**config.mk**
```make
export PLATFORM = sky130hd
export DESIGN_NAME = spi_flash_word_reader
export DESIGN_NICKNAME = d
export VERILOG_FILES = /design/src/rtl/spi_flash_word_reader.sv
export SDC_FILE = /design/constraint.sdc
export NUM_CORES = 1
export LEC_CHECK = 0
export BUFFER_PORTS_ARGS = -buffer_cell sky130_fd_sc_hd__buf_2
export CORE_MARGIN = 5
export CORE_UTILIZATION = 35
export CTS_CLUSTER_DIAMETER = 100
export DETAILED_ROUTE_END_ITERATION = 7
export GPL_TIMING_DRIVEN = 0
export PLACE_DENSITY_LB_ADDON = 0.12
export SLEW_MARGIN = 30
export SYNTH_ARGS = -nofsm -noshare
export SYNTH_HDL_FRONTEND = slang
export SYNTH_SLANG_ARGS = --single-unit
```
**constraint.sdc**
```tcl
create_clock -name clock -period 3.3 [get_ports clock]
set_input_delay 0 -clock clock [delete_from_list [all_inputs] [get_ports clock]]
set_output_delay 0 -clock clock [all_outputs]
set_load 0.02 [all_outputs]
```
**src/rtl/spi_flash_word_reader.sv**
```systemverilog
// SPI mode-0 master that fetches little-endian 32-bit words from a serial NOR flash
// with the 0x03 READ command, optionally waking the part with 0xAB after reset.
module spi_flash_word_reader #(
  parameter int CLK_DIV       = 2,
  parameter int WAKE_ON_RESET = 1
) (
  input  logic        clock,
  input  logic        resetb,
  input  logic        req_valid,
  output logic        req_ready,
  input  logic [23:0] req_addr,
  output logic        rsp_valid,
  output logic [31:0] rsp_data,
  output logic        flash_csb,
  output logic        flash_clk,
  output logic        flash_io0,
  input  logic        flash_io1
);

  localparam int CW = $clog2(2 * CLK_DIV);
  localparam logic [CW-1:0] CNT_LAST     = CW'(2 * CLK_DIV - 1);
  localparam logic [CW-1:0] CNT_PRE_RISE = CW'(CLK_DIV - 1);
  localparam logic [CW-1:0] CNT_RISE     = CW'(CLK_DIV);

  typedef enum logic [2:0] {WAKE, GAP, IDLE, CMD, ADDR, DATA, DONE} state_t;

  state_t        state_reg, state_next;
  logic          lead_reg, lead_next;
  logic [CW-1:0] cnt_reg, cnt_next;
  logic [4:0]    bit_reg, bit_next;
  logic [31:0]   out_reg, out_next;
  logic [31:0]   in_reg, in_next;
  logic [31:0]   data_reg, data_next;
  logic          csb_reg, csb_next;
  logic          fclk_reg, fclk_next;
  logic          io0_reg, io0_next;
  logic          ready_reg, ready_next;
  logic          valid_reg, valid_next;

  logic [4:0]    phase_last;
  state_t        phase_follow;
  logic          shifting;

  always_ff @(posedge clock or negedge resetb) begin
    if (!resetb) begin
      if (WAKE_ON_RESET != 0) state_reg <= WAKE;
      else                    state_reg <= IDLE;
      lead_reg  <= 1'b1;
      cnt_reg   <= '0;
      bit_reg   <= '0;
      out_reg   <= {8'hAB, 24'h000000};
      in_reg    <= '0;
      data_reg  <= '0;
      csb_reg   <= 1'b1;
      fclk_reg  <= 1'b0;
      io0_reg   <= 1'b0;
      ready_reg <= 1'b0;
      valid_reg <= 1'b0;
    end else begin
      state_reg <= state_next;
      lead_reg  <= lead_next;
      cnt_reg   <= cnt_next;
      bit_reg   <= bit_next;
      out_reg   <= out_next;
      in_reg    <= in_next;
      data_reg  <= data_next;
      csb_reg   <= csb_next;
      fclk_reg  <= fclk_next;
      io0_reg   <= io0_next;
      ready_reg <= ready_next;
      valid_reg <= valid_next;
    end
  end

  always_comb begin
    state_next   = state_reg;
    lead_next    = lead_reg;
    cnt_next     = cnt_reg;
    bit_next     = bit_reg;
    out_next     = out_reg;
    in_next      = in_reg;
    data_next    = data_reg;
    phase_last   = 5'd31;
    phase_follow = DONE;

    case (state_reg)
      WAKE:    begin phase_last = 5'd7;  phase_follow = GAP;  end
      CMD:     begin phase_last = 5'd7;  phase_follow = ADDR; end
      ADDR:    begin phase_last = 5'd23; phase_follow = DATA; end
      default: begin phase_last = 5'd31; phase_follow = DONE; end
    endcase

    case (state_reg)
      WAKE, CMD, ADDR, DATA: begin
        // The lead cycle gives csb/io0 setup before the first bit's low phase.
        if (lead_reg) begin
          lead_next = 1'b0;
          cnt_next  = '0;
        end else begin
          if (state_reg == DATA && cnt_reg == CNT_PRE_RISE)
            in_next = {in_reg[30:0], flash_io1};
          if (cnt_reg == CNT_LAST) begin
            cnt_next = '0;
            bit_next = bit_reg + 5'd1;
            out_next = {out_reg[30:0], 1'b0};
            if (bit_reg == phase_last) begin
              bit_next   = '0;
              state_next = phase_follow;
            end
          end else begin
            cnt_next = cnt_reg + 1'b1;
          end
        end
      end
      GAP: begin
        if (cnt_reg == CNT_LAST) begin
          state_next = IDLE;
          cnt_next   = '0;
        end else begin
          cnt_next = cnt_reg + 1'b1;
        end
      end
      IDLE: begin
        if (req_valid) begin
          state_next = CMD;
          lead_next  = 1'b1;
          cnt_next   = '0;
          bit_next   = '0;
          out_next   = {8'h03, req_addr & 24'hFF_FFFC};
        end
      end
      DONE: begin
        state_next = GAP;
        cnt_next   = '0;
      end
      default: state_next = IDLE;
    endcase

    // Pin values are derived from the upcoming state so every output is registered.
    shifting   = state_next inside {WAKE, CMD, ADDR, DATA};
    csb_next   = !shifting;
    fclk_next  = shifting && !lead_next && (cnt_next >= CNT_RISE);
    io0_next   = shifting && (state_next != DATA) && out_next[31];
    ready_next = (state_next == IDLE);
    valid_next = (state_next == DONE);
    if (valid_next)
      data_next = {in_next[7:0], in_next[15:8], in_next[23:16], in_next[31:24]};
  end

  assign req_ready = ready_reg;
  assign rsp_valid = valid_reg;
  assign rsp_data  = data_reg;
  assign flash_csb = csb_reg;
  assign flash_clk = fclk_reg;
  assign flash_io0 = io0_reg;

endmodule

```
==> out/results.txt <==
PortBufs - 62
main combinational cell family by area after synthesis - multiplexers
R2R Setup Slk - 1.10 ns
Post-Synth Simple-Gate Area - 8.24%
GRT Overall Usage - 12.6%
maximum clock frequency - 455 MHz
Routability Congestion - 0.801
Die Area - 16000 sq um
# setup viols final - 0
Yosys warnings - 0
Seq cells post-synth - 111
Worst Tran Pin Value - 0.529 ns
max_slew headroom - 64.7%
drt first pass iters - 6
period utilization - 66.5%
ANT cells - 0
Worst Setup End Kind - flip-flop
final WL - 9.84 mm
Avg WL per Cell - 15.4 um
metal1 wirelength - 4.54 mm
area grow syn2layout - 23.5%
Net Sw Frac - 31.4%
Worst-path clk slew - 0.07 ns
critical path required time - 3.53 ns
PD cells - 693 nW/um^2
Top Layer Used - met4
Worst EP arrival - 2.43 ns
Leak Pwr - 3.01 nW
Synth Flop Type - dfrtp_1
combinational fraction of design power - 28.7%
initial antenna violation count - 0
Synth cell types - 55
worst-case vdd ir drop - 0.251 mV
die width - 126 um
CP max stage delay - 0.52 ns
compound-cell area share of the yosys netlist - 9.53%
Iteration-0 DRC Markers - 215
initial cell density of the core - 35.8%
Detailed Place HPWL - 6.54 mm
Final Power - 4.06 mW
hold-critical path depth - 3
I/O pins - 65
post-synthesis sequential area ratio - 58.8%
CTS tree - yes
min Tclk post-route - 2.20 ns
first-pass GRT wire length - 16.4 mm
internal power - 2.78 mW
Detail Route Antenna Nets - 0
share of synthesized area spent on multiplexers - 16.3%
Mapped Cells - 361
Psw - 1.28 mW
Mapped Area - 4740 sq um
Reg2Reg Depth - 5
max-capacitance violation count - 0
post-synthesis adder-cell area fraction - 1.00%
share of cells above drive strength 1 - 37.3%
clock tree buffer depth - 2
fin util - 44.2%
CP Max Fanout - 10
clk_lat worst skew - 0.35 ns
Layout Skew - 0.00817 ns
ordered list of cells on the worst path - ha_1 > nand3b_4 > nor4_4 > buf_4 > mux2_2
CP max-delay cell - nor4_4
H-tree Lvls - 3
Fin. Hold Viols - 0
CTS buffer count - 9
Core Region - 13200 sq um
Root Driver - clkbuf_16
XOR/XNOR Fraction of Synth Area - 0.185%
number of flops mapped to enable cells by yosys - 0
DR vias/cell - 4.96
Clk pwr share - 27.9%
cts hold-fix bufs - 24
share of flip-flops with an asynchronous set or reset - 100%
CP startpoint kind - flip-flop
Die H - 126 um
fin. max-slew vios - 0
Nets - 490
met3 wire length - 450 um
met2 routed WL - 4.67 mm
Setup TNS - 0 ns
Sink Count - 111
grt ovf - 0
Net Count, Synth - 392
row count - 42
Post-CTS Setup Inserts - 0
RSZ-0062 raised after global routing - false
Hold Path Class - in -> reg
# DRC - 0
vias - 3177
largest net degree at the start of global routing - 69
Worst Path Class, Setup - reg -> reg
post_cts resized - 0
vias in the first global route - 3242
status - finished clean
Avg Cell Area, Syn - 13.1 sq um
Seq pwr share - 43.4%
placed cells by master (no fill, tap or decap), types with 2 or more instances in the layout:
master | Yosys | final
a21oi_1 | 4 | 4
a222oi_1 | 22 | 22
a22oi_1 | 2 | 2
a31oi_1 | 3 | 3
and3_1 | 2 | 2
buf_2 | 9 | 70
buf_4 | 7 | 7
buf_6 | 5 | 5
bufinv_16 | 0 | 2
clkbuf_1 | 2 | 5
clkbuf_16 | 0 | 9
clkinv_2 | 0 | 2
dfrtp_1 | 104 | 104
dfstp_2 | 7 | 7
dlygate4sd3_1 | 0 | 24
ha_1 | 3 | 3
inv_1 | 31 | 31
mux2_1 | 4 | 4
mux2_2 | 61 | 61
mux2i_1 | 4 | 4
nand2_1 | 22 | 22
nand2b_1 | 3 | 3
nand3_1 | 5 | 5
nand3b_1 | 2 | 2
nor2_1 | 8 | 8
nor2b_1 | 2 | 2
nor3_1 | 3 | 3
nor4_1 | 2 | 2
o21ai_0 | 10 | 10
o22ai_1 | 4 | 4
or3_1 | 2 | 2
power groups by stage:
stage | Clock [mW] | Combinational, mW | Sequential (mW)
2_1_floorplan | 0 | 0.847 | 1.77
3_3_place_gp | 0 | 1.12 | 1.78
3_5_place_dp | 0 | 1.15 | 1.78
4_1_cts | 1.18 | 1.17 | 1.76
5_1_grt | 1.23 | 1.31 | 1.78
6_report | 1.13 | 1.16 | 1.76
area by class of cell:
cell class,count,area (sq um)
buffer,24,166
clock buffer,12,236
clock inverter,4,70.1
fill,1272,7390
inverter,31,116
multi-input combinational,195,1670
sequential,111,2790
tap,176,220
timing repair buffer,87,588
stage by stage:
step                      worst slack, ns  instance area, sq um  std cells  hold slack [ns]
after floorplan                      1.46                  4740        361           -0.296
after global placement              0.912                  5270        599            0.217
after detailed placement             1.13                  5310        600          -0.0893
after CTS                            1.10                  5850        640           0.0850
after global routing                0.995                  5850        640            0.139
final                                1.10                  5850        640            0.109
cells by family after synthesis:
logic type,count (synthesis)
AND/OR/NAND/NOR,65
flip-flops,111
buffers and inverters,55
XOR/XNOR,1
multiplexers,69
AO/OA/AOI/OAI,56
adder cells (fa/ha/maj),4
Yosys cell counts (all sizes together), types with 2 or more instances:
library cell	number	area share (%)
a21oi	4	0.42
a222oi	22	4.6
a22oi	2	0.32
a31oi	3	0.40
and3	2	0.26
buf	21	3.2
clkbuf	3	0.26
dfrtp	104	55
dfstp	7	3.9
ha	3	0.79
inv	31	2.5
mux2	65	15
mux2i	4	0.84
nand2	23	1.9
nand2b	3	0.40
nand3	5	0.53
nand3b	3	0.74
nor2	8	0.63
nor2b	2	0.26
nor3	3	0.32
nor4	3	0.71
nor4b	2	0.69
o21ai	11	1.2
o22ai	4	0.53
o311ai	2	0.37
or3	2	0.26
final timing paths:
path,endpoint,from
worst max-delay path,rsp_data[23],cnt_reg[0]
worst min-delay path,bit_reg[2],req_valid
worst max register to register,rsp_data[23],cnt_reg[0]
worst min register to register,out_reg[27],out_reg[27]
max in group asynchronous,lead_reg,resetb
min in group asynchronous,out_reg[23],resetb
per-layer routing:
layer | track usage [%] | up-vias
li1 | - | 1502
met1 | 17.0 | 1589
met2 | 19.6 | 73
met3 | 3.32 | 13
met4 | 4.73 | 0
met5 | 0 | -
worst max-delay path: cells and delay by family, from the launching register on:
family                   cells  cell delay (ns)
AND/OR/NAND/NOR              2             0.65
adder cells (fa/ha/maj)      1             0.38
flip-flops                   1             0.40
buffers and inverters        1             0.29
multiplexers                 1             0.35
(Power assumes the default switching activity.)
